### src/rtl/axi4lite_master_bridge_if.sv
// Host request/response and AXI4-Lite signal bundle for axi4lite_master_bridge.
// The master modport is the bridge's view; the slave modport is the host plus AXI slave.
interface axi4lite_master_bridge_if #(
    parameter int ADDR_WIDTH = 32
);
    logic                  req_wr;
    logic                  req_rd;
    logic [ADDR_WIDTH-1:0] req_addr;
    logic [31:0]           req_data;
    logic [3:0]            req_strb;
    logic                  busy;
    logic                  rsp_ack;
    logic                  rsp_err;
    logic [31:0]           rsp_data;

    logic                  awvalid;
    logic                  awready;
    logic [ADDR_WIDTH-1:0] awaddr;
    logic [2:0]            awprot;
    logic                  wvalid;
    logic                  wready;
    logic [31:0]           wdata;
    logic [3:0]            wstrb;
    logic                  bvalid;
    logic                  bready;
    logic [1:0]            bresp;
    logic                  arvalid;
    logic                  arready;
    logic [ADDR_WIDTH-1:0] araddr;
    logic [2:0]            arprot;
    logic                  rvalid;
    logic                  rready;
    logic [31:0]           rdata;
    logic [1:0]            rresp;

    modport master (
        input  req_wr, req_rd, req_addr, req_data, req_strb,
        output busy, rsp_ack, rsp_err, rsp_data,
        output awvalid, awaddr, awprot,
        input  awready,
        output wvalid, wdata, wstrb,
        input  wready,
        input  bvalid, bresp,
        output bready,
        output arvalid, araddr, arprot,
        input  arready,
        input  rvalid, rdata, rresp,
        output rready
    );

    modport slave (
        output req_wr, req_rd, req_addr, req_data, req_strb,
        input  busy, rsp_ack, rsp_err, rsp_data,
        input  awvalid, awaddr, awprot,
        output awready,
        input  wvalid, wdata, wstrb,
        output wready,
        output bvalid, bresp,
        input  bready,
        input  arvalid, araddr, arprot,
        output arready,
        output rvalid, rdata, rresp,
        input  rready
    );
endinterface

### src/rtl/axi4lite_master_bridge.sv
// Single-outstanding AXI4-Lite initiator driven by one-cycle host request strobes,
// returning a one-cycle acknowledge with status and read data.
module axi4lite_master_bridge #(
    parameter int ADDR_WIDTH = 32
) (
    input  logic                     aclk,
    input  logic                     areset_n,
    axi4lite_master_bridge_if.master bus
);

    typedef enum logic [1:0] {
        IDLE  = 2'd0,
        WRITE = 2'd1,
        READ  = 2'd2,
        DONE  = 2'd3
    } state_t;

    state_t                state_q;
    logic                  rsp_ack_q;
    logic                  rsp_err_q;
    logic [31:0]           rsp_data_q;
    logic                  awvalid_q;
    logic [ADDR_WIDTH-1:0] awaddr_q;
    logic                  wvalid_q;
    logic [31:0]           wdata_q;
    logic [3:0]            wstrb_q;
    logic                  bready_q;
    logic                  arvalid_q;
    logic [ADDR_WIDTH-1:0] araddr_q;
    logic                  rready_q;

    // Only resp[1] distinguishes an error; EXOKAY collapses onto OKAY.
    logic unused_resp_lsb;
    assign unused_resp_lsb = bus.bresp[0] ^ bus.rresp[0];

    always_ff @(posedge aclk) begin
        if (!areset_n) begin
            state_q    <= IDLE;
            rsp_ack_q  <= 1'b0;
            rsp_err_q  <= 1'b0;
            rsp_data_q <= '0;
            awvalid_q  <= 1'b0;
            awaddr_q   <= '0;
            wvalid_q   <= 1'b0;
            wdata_q    <= '0;
            wstrb_q    <= '0;
            bready_q   <= 1'b0;
            arvalid_q  <= 1'b0;
            araddr_q   <= '0;
            rready_q   <= 1'b0;
        end else begin
            case (state_q)
                IDLE: begin
                    rsp_ack_q <= 1'b0;
                    if (bus.req_wr && bus.req_rd) begin
                        state_q    <= DONE;
                        rsp_ack_q  <= 1'b1;
                        rsp_err_q  <= 1'b1;
                        rsp_data_q <= '0;
                    end else if (bus.req_wr) begin
                        state_q   <= WRITE;
                        awaddr_q  <= bus.req_addr;
                        wdata_q   <= bus.req_data;
                        wstrb_q   <= bus.req_strb;
                        awvalid_q <= 1'b1;
                        wvalid_q  <= 1'b1;
                        bready_q  <= 1'b1;
                    end else if (bus.req_rd) begin
                        state_q   <= READ;
                        araddr_q  <= bus.req_addr;
                        arvalid_q <= 1'b1;
                        rready_q  <= 1'b1;
                    end
                end

                // A B response may legally arrive before AW/W finish; it ends the write.
                WRITE: begin
                    if (awvalid_q && bus.awready) begin
                        awvalid_q <= 1'b0;
                    end
                    if (wvalid_q && bus.wready) begin
                        wvalid_q <= 1'b0;
                    end
                    if (bus.bvalid && bready_q) begin
                        state_q    <= DONE;
                        rsp_ack_q  <= 1'b1;
                        rsp_err_q  <= bus.bresp[1];
                        rsp_data_q <= '0;
                        awvalid_q  <= 1'b0;
                        wvalid_q   <= 1'b0;
                        bready_q   <= 1'b0;
                    end
                end

                READ: begin
                    if (arvalid_q && bus.arready) begin
                        arvalid_q <= 1'b0;
                    end
                    if (bus.rvalid && rready_q) begin
                        state_q    <= DONE;
                        rsp_ack_q  <= 1'b1;
                        rsp_err_q  <= bus.rresp[1];
                        rsp_data_q <= bus.rdata;
                        arvalid_q  <= 1'b0;
                        rready_q   <= 1'b0;
                    end
                end

                DONE: begin
                    state_q   <= IDLE;
                    rsp_ack_q <= 1'b0;
                end

                default: begin
                    state_q   <= IDLE;
                    rsp_ack_q <= 1'b0;
                end
            endcase
        end
    end

    assign bus.busy     = (state_q != IDLE);
    assign bus.rsp_ack  = rsp_ack_q;
    assign bus.rsp_err  = rsp_err_q;
    assign bus.rsp_data = rsp_data_q;

    assign bus.awvalid  = awvalid_q;
    assign bus.awaddr   = awaddr_q;
    assign bus.awprot   = 3'b000;
    assign bus.wvalid   = wvalid_q;
    assign bus.wdata    = wdata_q;
    assign bus.wstrb    = wstrb_q;
    assign bus.bready   = bready_q;
    assign bus.arvalid  = arvalid_q;
    assign bus.araddr   = araddr_q;
    assign bus.arprot   = 3'b000;
    assign bus.rready   = rready_q;

endmodule

### src/flat_wrapper.sv
// flat-port wrapper written by rule: the top's interface ports become plain ports
module axi4lite_master_bridge_flat 
#(
    parameter int ADDR_WIDTH = 32
)
  (aclk, areset_n, bus_req_wr, bus_req_rd, bus_req_addr, bus_req_data, bus_req_strb, bus_busy, bus_rsp_ack, bus_rsp_err, bus_rsp_data, bus_awvalid, bus_awaddr, bus_awprot, bus_awready, bus_wvalid, bus_wdata, bus_wstrb, bus_wready, bus_bvalid, bus_bresp, bus_bready, bus_arvalid, bus_araddr, bus_arprot, bus_arready, bus_rvalid, bus_rdata, bus_rresp, bus_rready);
  axi4lite_master_bridge_if #(.ADDR_WIDTH(ADDR_WIDTH)) bus_i ();
  input  logic aclk;
  input  logic areset_n;
  input wire logic [$bits(bus_i.req_wr)-1:0] bus_req_wr;
  input wire logic [$bits(bus_i.req_rd)-1:0] bus_req_rd;
  input wire logic [$bits(bus_i.req_addr)-1:0] bus_req_addr;
  input wire logic [$bits(bus_i.req_data)-1:0] bus_req_data;
  input wire logic [$bits(bus_i.req_strb)-1:0] bus_req_strb;
  output wire logic [$bits(bus_i.busy)-1:0] bus_busy;
  output wire logic [$bits(bus_i.rsp_ack)-1:0] bus_rsp_ack;
  output wire logic [$bits(bus_i.rsp_err)-1:0] bus_rsp_err;
  output wire logic [$bits(bus_i.rsp_data)-1:0] bus_rsp_data;
  output wire logic [$bits(bus_i.awvalid)-1:0] bus_awvalid;
  output wire logic [$bits(bus_i.awaddr)-1:0] bus_awaddr;
  output wire logic [$bits(bus_i.awprot)-1:0] bus_awprot;
  input wire logic [$bits(bus_i.awready)-1:0] bus_awready;
  output wire logic [$bits(bus_i.wvalid)-1:0] bus_wvalid;
  output wire logic [$bits(bus_i.wdata)-1:0] bus_wdata;
  output wire logic [$bits(bus_i.wstrb)-1:0] bus_wstrb;
  input wire logic [$bits(bus_i.wready)-1:0] bus_wready;
  input wire logic [$bits(bus_i.bvalid)-1:0] bus_bvalid;
  input wire logic [$bits(bus_i.bresp)-1:0] bus_bresp;
  output wire logic [$bits(bus_i.bready)-1:0] bus_bready;
  output wire logic [$bits(bus_i.arvalid)-1:0] bus_arvalid;
  output wire logic [$bits(bus_i.araddr)-1:0] bus_araddr;
  output wire logic [$bits(bus_i.arprot)-1:0] bus_arprot;
  input wire logic [$bits(bus_i.arready)-1:0] bus_arready;
  input wire logic [$bits(bus_i.rvalid)-1:0] bus_rvalid;
  input wire logic [$bits(bus_i.rdata)-1:0] bus_rdata;
  input wire logic [$bits(bus_i.rresp)-1:0] bus_rresp;
  output wire logic [$bits(bus_i.rready)-1:0] bus_rready;
  assign bus_i.req_wr = bus_req_wr;
  assign bus_i.req_rd = bus_req_rd;
  assign bus_i.req_addr = bus_req_addr;
  assign bus_i.req_data = bus_req_data;
  assign bus_i.req_strb = bus_req_strb;
  assign bus_busy = bus_i.busy;
  assign bus_rsp_ack = bus_i.rsp_ack;
  assign bus_rsp_err = bus_i.rsp_err;
  assign bus_rsp_data = bus_i.rsp_data;
  assign bus_awvalid = bus_i.awvalid;
  assign bus_awaddr = bus_i.awaddr;
  assign bus_awprot = bus_i.awprot;
  assign bus_i.awready = bus_awready;
  assign bus_wvalid = bus_i.wvalid;
  assign bus_wdata = bus_i.wdata;
  assign bus_wstrb = bus_i.wstrb;
  assign bus_i.wready = bus_wready;
  assign bus_i.bvalid = bus_bvalid;
  assign bus_i.bresp = bus_bresp;
  assign bus_bready = bus_i.bready;
  assign bus_arvalid = bus_i.arvalid;
  assign bus_araddr = bus_i.araddr;
  assign bus_arprot = bus_i.arprot;
  assign bus_i.arready = bus_arready;
  assign bus_i.rvalid = bus_rvalid;
  assign bus_i.rdata = bus_rdata;
  assign bus_i.rresp = bus_rresp;
  assign bus_rready = bus_i.rready;
  axi4lite_master_bridge #(.ADDR_WIDTH(ADDR_WIDTH)) u_core (.aclk(aclk), .areset_n(areset_n), .bus(bus_i));
endmodule
### config.mk
export PLATFORM = sky130hd
export DESIGN_NAME = axi4lite_master_bridge_flat
export DESIGN_NICKNAME = d
export VERILOG_FILES = /design/src/rtl/axi4lite_master_bridge_if.sv /design/src/rtl/axi4lite_master_bridge.sv /design/src/flat_wrapper.sv
export SDC_FILE = /design/constraint.sdc
export NUM_CORES = 1
export LEC_CHECK = 0
export CORE_ASPECT_RATIO = 1.5
export CORE_MARGIN = 2
export CORE_UTILIZATION = 41
export DETAILED_ROUTE_END_ITERATION = 8
export GPL_ROUTABILITY_DRIVEN = 0
export PLACE_DENSITY = 0.8
export SYNTH_ARGS = -nofsm -noshare
export SYNTH_HDL_FRONTEND = slang
export SYNTH_SLANG_ARGS = --single-unit
### constraint.sdc
create_clock -name aclk -period 2.15 [get_ports aclk]
set_input_delay 0.645 -clock aclk [delete_from_list [all_inputs] [get_ports aclk]]
set_output_delay 0.645 -clock aclk [all_outputs]
set_load 0.05 [all_outputs]
==> qor.yml <==
critical_path:
  crit_chain: "inv_1 > ha_2 > inv_1 > buf_12"
  cp_common_cell: "inv_1"
  critPathCapture: "bus_busy"
  end_kind: "output port"
  crit_slowest_cell: "dfxtp_1"
  startpoint: "u_core.state_q[0]"
  rr_worst_depth: 6
  worstReg2RegEnd: "u_core.bus.rsp_data[0]"
  crit_type: "reg -> out"
  cp.arrival_ns: 1.40
  crit_path_start_kind: "flip-flop"
  cpPeakStageDelay_ns: 0.40
  crit_required_ns: 1.50
  crit_fanout: 7
  worst-r2r-setup-slack_ns: 0.34
  r2r-start: "u_core.state_q[1]"
synth:
  synth_top_area_share_pct: 50.12
  ys.flop_type: "dfxtp_1"
  yosysTopAreaCell: "dfxtp_1"
  synth_edf_count: 0
  yosysWarnings: 0
  synth-seq-cells: 141
  synth.distinct_cells: 39
  synthArstFlopShare_pct: 0
  synth.area.top_cells: "dfxtp_1 (50%), nand2_1 (18%), a21boi_0 (13%)"
  syn_area_per_cell_um2: 8.624
  synth_area_um2: 5632
  ys_seq_area_share_pct: 50.12
  synthesis.instances: 653
die:
  start_util_pct: 41.82
  num_rows: 52
  die_area_um2: 14710
  die_x_um: 99.70
  fp.dieH_um: 147.5
  ioPinCount: 259
  coreArea_um2: 13470
detailed_routing:
  vias_per_cell: 4.796
  drt-initial-drc-count: 118
  wire_per_inst_um: 14.47
  ant_nets: 0
  dr.pass1.iters: 4
  wl_um: 15440
  drcViolationCount: 0
  vias: 5117
cells_and_area:
  final_common_cell: "nand2_1"
  layout_common_cells: "nand2_1 (272), dfxtp_1 (141), clkdlybuf4s50_1 (109), a21boi_0 (98), buf_4 (76)"
  instances_no_fill: 1067
  diodes: 0
  nets: 1011
  final_util_pct: 64.33
  drive_above_1_share_pct: 13.81
  fill_cells: 1199
  area_delta_synth_final_pct: 53.83
timing:
  grt_setup_unrepaired: "no"
  hold_violations: 0
  fin_worst_skew_ns: 0.01104
  fin_crit_sh_pct: 95.33
  tns_ns: 0
  report.final.slew_viol_count: 0
  post-route-min-period_ns: 2.050
  fmax_mhz: 487.9
  hold_ws_ns: 0.4483
  relSlewSlack_pct: 64.15
  setup_viol: 0
  tightestPinTransition_ns: 0.5329
power:
  cellLeakagePower_nw: 3.711
  power_density_nw_per_um2: 1116
  fin_total_pwr_mw: 9.670
  irDropWorstVdd_mv: 0.7699
grt:
  met3_usage_pct: 5.721
  grt-busiest-layer: "met2"
  grt.total_usage_pct: 21.08
  grt_pass1_wl_um: 24950
  grt_overflow: 0
  use_met1_pct: 22.83
  grtUsageMet2_pct: 38.65
  grt_max_degree: 75
  antenna_found_initial: 0
  grt_pass1_vias: 5107
hold_path:
  hp-class: "reg -> reg"
clock_network:
  clk_latency_ns: 0.41
  cts_buffer_depth: 2
  ctsHoldBuffers: 0
  cts_tree: "built"
  root_buffer: "clkbuf_16"
  postCtsSetupBuffers: 0
  clk_pin_slew_ns: 0.06
  cts-buffers-inserted: 17
  clock_sinks: 141
  htreeDepth: 4
placed_design:
  port_buffers: 250
  hpwl_um: 10940
  placedCellCount: 1036
job:
  cap_violations: 0
run_status:
  status: "finished clean"
-- worst min-delay path by stage --
stage                                    to  depth (start not counted)                     from  slack (ns)
floorplan                 u_core.state_q[0]                          2        u_core.state_q[0]        0.48
global route        u_core.bus.rsp_data[19]                          2  u_core.bus.rsp_data[19]        0.47
detailed placement       u_core.bus.awvalid                          2       u_core.bus.awvalid        0.44
global placement         u_core.bus.awvalid                          2       u_core.bus.awvalid        0.44
finish                u_core.bus.awaddr[26]                          2    u_core.bus.awaddr[26]        0.45
CTS                   u_core.bus.awaddr[26]                          2    u_core.bus.awaddr[26]        0.45
-- sequential cells by signal (all words and copies together) (netlist names) --
signal,flops
u_core.bus.wvalid,1
u_core.bus.rsp_data,32
u_core.bus.wstrb,4
u_core.state_q,2
u_core.bus.rready,1
u_core.bus.arvalid,1
u_core.bus.araddr,32
u_core.bus.rsp_err,1
u_core.bus.awvalid,1
u_core.bus.awaddr,32
u_core.bus.wdata,32
u_core.bus.bready,1
u_core.bus.rsp_ack,1
-- routing by layer --
layer | part of all wire (%) | wire, um
met1 | 39 | 6021
met2 | 53 | 8175
met3 | 5.5 | 844
met4 | 2.6 | 395
met5 | 0 | 0
-- worst max-delay path, delay by kind of cell (launching register included) --
family / cells / cell delay, ns
flops: 1 / 0.40
fa+ha+maj: 1 / 0.24
buf+inv: 3 / 0.36
-- logic make-up (layout without fill, tap and decap cells) --
group | after synthesis | count (layout) | synth area share, %
buf+inv | 61 | 308 | 5.265
simple gates | 292 | 292 | 20.93
compound gates | 119 | 119 | 16.44
flops | 141 | 141 | 50.12
mux | 34 | 34 | 6.065
fa+ha+maj | 5 | 5 | 1.111
other cells | 1 | 6 | 0.06659
-- cell usage after synthesis, types with 2 or more instances --
cell,instances
a2111oi_0,2
a21boi_0,98
a21boi_1,5
a21boi_4,2
and3b_1,2
buf_2,15
buf_4,7
buf_6,3
clkbuf_1,29
dfxtp_1,141
ha_1,5
inv_1,7
mux2i_1,33
nand2_1,272
nand3b_1,3
nor2_1,2
nor2b_1,2
o21ai_0,2
o2bb2ai_1,3
-- through the flow --
step	cell area [um^2]	setup slack [ns]
floorplan	5650	0.3753
global placement	8197	-0.04886
detailed placement	8197	-0.06810
CTS	8661	0.01104
global route	8663	0.01165
finish	8663	0.1004
-- power by group --
group          switching, mW  internal [mW]  leakage (nW)  total [mW]
Combinational           2.40           1.37          2.30        3.77
Clock                   1.14           1.62         0.265        2.76
Sequential             0.189           2.96          1.15        3.14
-- repair_timing --
action / 4_1_cts / 5_1_grt
gates resized for setup: 75 / 1
setup endpoints to repair: 75 / 1
cloned: 0 / 0
-- cell type report --
| type | count | area (um^2) | area share (%) |
|---|---|---|---|
| inverters | 7 | 26.28 | 0.3033 |
| clock buffers | 18 | 439.2 | 5.069 |
| well taps | 162 | 202.7 | 2.340 |
| clock inverters | 13 | 118.9 | 1.372 |
| repair buffers | 270 | 2519 | 29.07 |
| multi-input cells | 456 | 2535 | 29.26 |
| flip-flops and latches | 141 | 2823 | 32.58 |
No activity file was read; power rests on OpenSTA's default activity.
